==> src/rtl/irq_ctrl_n.sv <==
// Fixed-priority interrupt controller: N_SRC level/edge sources, one held vector, bus-mapped CSRs.
// Optional build macro IRQ_SYNC_EN adds a 2-flop synchroniser on every irq_src bit.
module irq_ctrl_n #(
    parameter int unsigned N_SRC = 8,
    parameter int unsigned VEC_W = 4,
    parameter int unsigned ADDR_W = 64,
    parameter logic [ADDR_W-1:0] BASE_ADDR = ADDR_W'(64'h0000_2100),
    parameter logic [N_SRC-1:0] RESET_ENABLE = '1
) (
    input  logic              clk,
    input  logic              reset,
    input  logic [N_SRC-1:0]  irq_src,
    output logic [VEC_W-1:0]  interrupt_vector,
    input  logic              interrupt_ack,
    input  logic [ADDR_W-1:0] bus_address,
    input  logic [63:0]       bus_write_data,
    input  logic              bus_write_enable,
    input  logic              bus_read_enable,
    output logic [63:0]       bus_read_data,
    output logic              irq_any
);

    localparam int unsigned DATA_W = 64;

    typedef enum logic [1:0] {
        S_IDLE    = 2'd0,
        S_PRESENT = 2'd1,
        S_GAP     = 2'd2
    } state_e;

    state_e             state_q, state_d;
    logic [VEC_W-1:0]   vec_q, vec_d;
    logic [VEC_W-1:0]   idx_q, idx_d;
    logic [N_SRC-1:0]   pending_q, pending_d;
    logic [N_SRC-1:0]   enable_q, enable_d;
    logic [N_SRC-1:0]   mode_q, mode_d;
    logic [N_SRC-1:0]   hist_q;
    logic [DATA_W-1:0]  rdata_q, rdata_d;
    logic               irq_any_q;

    logic [N_SRC-1:0]   src_c;
    logic [N_SRC-1:0]   elig_c;
    logic [N_SRC-1:0]   w1c_c;
    logic [N_SRC-1:0]   ack_clr_c;
    logic [N_SRC-1:0]   edge_next_c;
    logic [VEC_W-1:0]   lo_idx_c;
    logic               cur_elig_c;
    logic               sel_c, wr_c, rd_c;
    logic [1:0]         off_c;
    logic               unused_bits_c;

`ifdef IRQ_SYNC_EN
    logic [N_SRC-1:0]   sync1_q, sync2_q;

    // Two-stage synchroniser for asynchronous sources
    always_ff @(posedge clk) begin
        if (reset) begin
            sync1_q <= '0;
            sync2_q <= '0;
        end else begin
            sync1_q <= irq_src;
            sync2_q <= sync1_q;
        end
    end

    assign src_c = sync2_q;
`else
    assign src_c = irq_src;
`endif

    assign sel_c  = (bus_address[ADDR_W-1:5] == BASE_ADDR[ADDR_W-1:5]);
    assign off_c  = bus_address[4:3];
    assign wr_c   = sel_c && bus_write_enable;
    assign rd_c   = sel_c && bus_read_enable && !bus_write_enable;
    assign w1c_c  = (wr_c && off_c == 2'd0) ? bus_write_data[N_SRC-1:0] : '0;
    assign elig_c = pending_q & enable_q;
    assign cur_elig_c = |(elig_c & (N_SRC'(1) << idx_q));
    assign unused_bits_c = ^{bus_address[2:0], bus_write_data[DATA_W-1:N_SRC]};

    // Lowest set index wins
    always_comb begin
        lo_idx_c = '0;
        for (int i = int'(N_SRC) - 1; i >= 0; i--) begin
            if (elig_c[i]) lo_idx_c = VEC_W'(i);
        end
    end

    always_comb begin
        state_d   = state_q;
        vec_d     = vec_q;
        idx_d     = idx_q;
        ack_clr_c = '0;
        case (state_q)
            S_IDLE: begin
                if (|elig_c) begin
                    idx_d   = lo_idx_c;
                    vec_d   = lo_idx_c + VEC_W'(1);
                    state_d = S_PRESENT;
                end
            end
            S_PRESENT: begin
                if (interrupt_ack) begin
                    ack_clr_c = N_SRC'(1) << idx_q;
                    vec_d     = '0;
                    state_d   = S_GAP;
                end else if (!cur_elig_c) begin
                    vec_d   = '0;
                    state_d = S_IDLE;
                end
            end
            S_GAP: begin
                vec_d   = '0;
                state_d = S_IDLE;
            end
            default: begin
                vec_d   = '0;
                state_d = S_IDLE;
            end
        endcase
    end

    // Edge sources: a new rising edge beats any clear landing on the same cycle
    always_comb begin
        edge_next_c = (src_c & ~hist_q) | (pending_q & ~(w1c_c | ack_clr_c));
        pending_d   = (mode_q & edge_next_c) | (~mode_q & src_c);
        enable_d    = enable_q;
        mode_d      = mode_q;
        rdata_d     = rdata_q;
        if (wr_c && off_c == 2'd1) enable_d = bus_write_data[N_SRC-1:0];
        if (wr_c && off_c == 2'd2) mode_d   = bus_write_data[N_SRC-1:0];
        if (rd_c) begin
            case (off_c)
                2'd0:    rdata_d = DATA_W'(pending_q);
                2'd1:    rdata_d = DATA_W'(enable_q);
                2'd2:    rdata_d = DATA_W'(mode_q);
                default: rdata_d = DATA_W'(vec_q);
            endcase
        end
    end

    always_ff @(posedge clk) begin
        if (reset) begin
            state_q   <= S_IDLE;
            vec_q     <= '0;
            idx_q     <= '0;
            pending_q <= '0;
            enable_q  <= RESET_ENABLE;
            mode_q    <= '0;
            hist_q    <= '0;
            rdata_q   <= '0;
            irq_any_q <= 1'b0;
        end else begin
            state_q   <= state_d;
            vec_q     <= vec_d;
            idx_q     <= idx_d;
            pending_q <= pending_d;
            enable_q  <= enable_d;
            mode_q    <= mode_d;
            hist_q    <= src_c;
            rdata_q   <= rdata_d;
            irq_any_q <= |elig_c;
        end
    end

    assign interrupt_vector = vec_q;
    assign bus_read_data    = rdata_q;
    assign irq_any          = irq_any_q;

endmodule

==> config.mk <==
export PLATFORM = sky130hd
export DESIGN_NAME = irq_ctrl_n
export DESIGN_NICKNAME = d
export VERILOG_FILES = /design/src/rtl/irq_ctrl_n.sv
export SDC_FILE = /design/constraint.sdc
export NUM_CORES = 1
export LEC_CHECK = 0
export CAP_MARGIN = 20
export CORE_AREA = 2 2 82 84
export DETAILED_ROUTE_END_ITERATION = 6
export DIE_AREA = 0 0 84 86
export DONT_BUFFER_PORTS = 1
export PLACE_DENSITY_LB_ADDON = 0.08
export RECOVER_POWER = 50
export SLEW_MARGIN = 5
export SYNTH_ARGS = -nofsm -noshare
export SYNTH_HDL_FRONTEND = slang
export SYNTH_SLANG_ARGS = --single-unit
==> constraint.sdc <==
create_clock -name clk -period 2.62 [get_ports clk]
set_input_delay 0.524 -clock clk [delete_from_list [all_inputs] [get_ports clk]]
set_output_delay 0.524 -clock clk [all_outputs]
set_load 0.05 [all_outputs]
# Yosys cells after proc, flatten, opt, wreduce, memory -nomap -nowiden
# Index checks and enable logic that the tools add are counted.
[classes] add_sub_neg=1 eq_ne=6 n_shift=1 mux=20 bitwise=12 reduce_logical=13
[ops] op="$eq A59 B9 Y1 const B" n=1
[ops] op="$and A8 B8 Y8" n=6
[ops] op="$mux W4" n=10
[ops] op="$mux W8" n=3
[ops] op="$not A8 Y8" n=3
[ops] op="$or A8 B8 Y8" n=3
[ops] op="$pmux W8 S3" n=1
[ops] op="$reduce_or A8 Y1" n=2
[ops] op="$pmux W4 S2" n=1
[ops] op="$shl A1 B4 Y8 const A" n=1
[ops] op="$logic_and A1 B1 Y1" n=6
[ops] op="$mux W2" n=3
[ops] op="$add A4 B1 Y4 const B" n=1
[ops] op="$eq A2 B1 Y1 const B" n=2
[ops] op="$logic_not A2 Y1" n=2
[ops] op="$pmux W2 S2" n=1
[ops] op="$reduce_and A2 Y1" n=2
[ops] op="$mux W3" n=1
[ops] op="$ne A3 B3 Y1 const B" n=1
[ops] op="$eq A2 B2 Y1 const B" n=1
[ops] op="$ne A2 B2 Y1 const B" n=1
[ops] op="$logic_not A1 Y1" n=1
[word_totals] ff_bits=107 inputBits=141 out_inout_bits=69 word_cells=62

# Longest topological paths before layout
[depth] ltp_word=12 ltp_mapped=9 ltp_nobuf=9

# Least setup slack after synthesis
# OpenSTA, ideal clock, no wires.
[synth_path] kind="input -> register" start="in bus_address[44]" end="reg rdata_q[4], in the netlist bus_read_data[4]" setup_time_ns=0.121 arrival_time_ns=2.178 required_time_ns=2.499 setup_slack_ns=0.321 cell_stages=7 n_path_buf=2 cell_sequence="nor4_1 -> nand4_1 -> or2_1 -> buf_6 -> or4_4 -> buf_6 -> mux2_4"
[synth_via] elab_chain_cells=3
[synth_rtl] item="from (decl)" line_no="15" rtl="input logic [ADDR_W-1:0] bus_address,"
[synth_rtl] item="$eq A59 B9 Y1" line_no="71" rtl="assign sel_c = (bus_address[ADDR_W-1:5] == BASE_ADDR[ADDR_W-1:5]);"
[synth_rtl] item="$logic_and A1 B1 Y1 (2 in a row)" line_no="74" rtl="assign rd_c = sel_c && bus_read_enable && !bus_write_enable;"
[synth_rtl] item="to (signal assigned)" line_no="160" rtl="rdata_q <= rdata_d;"
[synth_rtl] item="to (decl)" line_no="38" rtl="logic [DATA_W-1:0] rdata_q, rdata_d;"
# No other way between the ends.
# A chain may end at the register's enable or synchronous reset.

# Worst setup path after layout
[layout_path] start="in bus_address[9]" end="reg rdata_q[6], in the netlist bus_read_data[6]"
# The elaborated chain is that of the path after synthesis.

==> metrics.csv <==
stage;metric;value;unit
routing;via-per-instance ratio;5.29;
global_routing;initial antenna violation count;0;
power;Overall Power;1.67;mW
worst_hold_path;min-delay worst type;input port to flop;
floorplan;core area;0.00628;mm²
timing;minimum clock period;2.10;ns
final_layout;nets@finish;499;
worst_setup_path;CP Max Fanout;8;
final_layout;multi-input logic area;0.00180;mm²
routing;Detailed Route WL;6610;µm
cts;post-CTS setup buffers;0;
timing;RSZ-0062 raised after global routing;no;
job;Max Cap Violations;0;
final_layout;sequential cell area;0.00100;mm²
global_routing;met1 Use GR;0.259;
worst_setup_path;R2R depth;8;
cts;clock tree buffer depth;2;
timing;Worst slew margin;0.600;
power;peak supply drop;329;µV
logic_synthesis;Yosys warnings;0;
final_layout;layout cells sized above 1;0.0754;
final_layout;final non-filler cell total;435;
cts;clk sinks;50;
timing;Final Hold Fails;0;
worst_hold_path;hold-critical path endpoint;idx_q[0];
timing;Setup TNS;0;ns
cts;clk_lat worst skew;0.31;ns
power;power density over the cells;547;mW/mm²
power;switching power;0.564;mW
logic_synthesis;syn_area_per_cell;8.61;µm²
routing;via count;2300;
floorplan;number of core rows;29;
final_layout;area grow syn2layout;-1.93;%
worst_setup_path;Setup CP Type;input port to flop;
cts;H-tree levels;2;
floorplan;Die Span X;84;µm
global_routing;met3 Track Usage GR;0.0539;
global_routing;met2 Track Usage GR;0.265;
logic_synthesis;area share of the largest cell type after synthesis;0.322;
floorplan;I/O pin count;210;
routing;routed length per placed instance;15.2;µm
place;post-DP HPWL;5050;µm
global_routing;largest net degree at the start of global routing;72;
floorplan;Initial Util;0.495;
power;sequential share of power;0.507;
cts;Clk pin slew, worst setup/hold paths;0.09;ns
routing;Residual DRC;0;
logic_synthesis;synth unique cells;43;
timing;Final setup viols;0;
floorplan;Die Footprint;0.00722;mm²
logic_synthesis;FF+latch count, synth;50;
power;sw frac;0.338;
outcome;outcome;completed;
logic_synthesis;mapped cell area;0.00311;mm²
logic_synthesis;fraction of registers with async set/reset;0;
logic_synthesis;Primary FF master, synth;dfxtp_1;
worst_setup_path;R2R setup slack;0.65;ns
logic_synthesis;Synth Instances;361;
timing;max frequency;476;MHz
power;Clock power frac;0.303;
final_layout;Finished Core Util;0.485;
timing;Clock Skews;0.0102;ns
worst_setup_path;Worst Path Required;2.82;ns
logic_synthesis;Synth top cells by count;buf_4, dfxtp_1, nor2_1;
logic_synthesis;count leader, synth;buf_4;
timing;Slew Viols, Final;0;
worst_setup_path;crit path DAT;2.30;ns
worst_setup_path;Critical R2R Capture;interrupt_vector[2];
power;leakage power;1.17;nW
cts;PostCTS Resize Cnt;0;
power;Combinational Power Share;0.190;
routing;Final ANT Viol Nets;0;
global_routing;global routing's busiest layer;met2;
floorplan;die span in y;86;µm
worst_hold_path;Hold Path Origin;reset;
routing;drt pass-1 iters;4;
worst_setup_path;reg-to-reg critical path startpoint;enable_q[6];
power;Cell Int Power;1.10;mW
global_routing;vias in the first global route;1988;
cts;TritonCTS Buffers;5;
routing;iteration-0 DRC count of the detailed router;98;
timing;worst-margin pin slew;0.599;ns
cts;Clock Tree Root;clkbuf_8;
place;placed cell count;427;
worst_setup_path;Critical Path Start Type;input port;
timing;final worst-path cycle share;0.802;
worst_hold_path;worst hold path cell count;1;
cts;hold_buf cts;0;
global_routing;gr usage total;0.179;
logic_synthesis;sequential area share after synthesis;0.322;
final_layout;Filler Cell Count;621;
place;Placer Congestion;0.811;
global_routing;grt ovf;0;
place;port bufs;0;
logic_synthesis;leading area contributor after synthesis;dfxtp_1;
logic_synthesis;Post-synth EDFFs;0;
worst_setup_path;CP Capture Type;flop;
cts;CTS tree;done;
final_layout;n_diodes;0;
global_routing;first-pass GRT wire length;10400;µm
logic_synthesis;Synth area leaders;dfxtp_1, buf_4, mux2i_1;
-- metrics by stage --
stage               worst slack (ns)  hold slack, ns  area (µm²)
floorplan                      0.321           0.472        3310
global placement               0.276           0.496        2950
detailed placement             0.247           0.507        2950
CTS                            0.573           0.279        3060
global route                   0.434           0.285        3050
finish                         0.518           0.285        3050
-- how the worst max path moves through the flow --
stage / from / endpoint / slack (ns) / depth (start not counted)
finish: bus_address[9] / bus_read_data[6] / 0.52 / 5
global route: bus_address[17] / bus_read_data[7] / 0.43 / 5
CTS: bus_address[16] / bus_read_data[6] / 0.57 / 5
detailed placement: bus_address[16] / bus_read_data[6] / 0.25 / 5
global placement: bus_address[17] / bus_read_data[4] / 0.28 / 5
floorplan: bus_address[44] / bus_read_data[4] / 0.32 / 7
-- final cells by class --
| class | instances | share of cell area |
|---|---|---|
| clock buffers | 7 | 0.0316 |
| clock inverters | 1 | 0.00287 |
| inverters | 5 | 0.00616 |
| multi-input cells | 291 | 0.591 |
| flip-flops and latches | 50 | 0.329 |
| well taps | 77 | 0.0316 |
| repair buffers | 4 | 0.00862 |
-- routing by layer --
layer	part of all wire	vias to the layer above
met5	0	-
met3	0.083	6
met1	0.48	1054
li1	-	1157
met2	0.43	83
met4	0.0067	0
-- power by group through the flow --
stage	clock network, mW	logic [mW]	registers (mW)
6_report	0.504	0.317	0.846
5_1_grt	0.550	0.339	0.850
4_1_cts	0.516	0.316	0.844
3_5_place_dp	0	0.315	0.862
3_3_place_gp	0	0.315	0.863
2_1_floorplan	0	0.382	0.845
-- cells in the final DEF, fill, tap and decap left out, types with 3 or more instances in the layout --
cell | Yosys | layout
o21ai_0 | 3 | 3
dfxtp_1 | 50 | 50
nor2_1 | 35 | 35
mux4_2 | 4 | 4
a311oi_1 | 3 | 3
conb_1 | 1 | 56
nand2b_1 | 24 | 24
nand2_1 | 34 | 34
nand3b_1 | 5 | 5
mux2i_1 | 25 | 25
nor2b_1 | 14 | 14
a21oi_1 | 15 | 15
a22o_1 | 3 | 3
nand3_1 | 4 | 4
nand4b_1 | 3 | 3
clkbuf_8 | 0 | 7
a211oi_1 | 8 | 8
nand4_1 | 6 | 6
buf_4 | 56 | 3
nor4_1 | 11 | 12
inv_1 | 5 | 5
mux2_4 | 4 | 4
a31oi_1 | 10 | 10
-- sequential cells by signal (all words and copies together), names as in the netlist --
register          flops
bus_read_data         8
enable_q              8
hist_q                8
idx_q                 3
interrupt_vector      4
irq_any               1
mode_q                8
pending_q             8
state_q               2
-- logic make-up after synthesis --
| group | synth area share |
|---|---|
| adders and majority gates | 0.00403 |
| DFF | 0.322 |
| and+or+nand+nor | 0.277 |
| buffers and inverters | 0.163 |
| other | 0.00121 |
| muxes | 0.129 |
| AOI/OAI and AO/OA | 0.103 |
-- worst max-delay path: stages --
cell and delay, ns:
nor4_1 0.27, nand4_1 0.14, or2_0 0.36, or4_4 0.67, mux2_4 0.33
(Power assumes the default switching activity.)
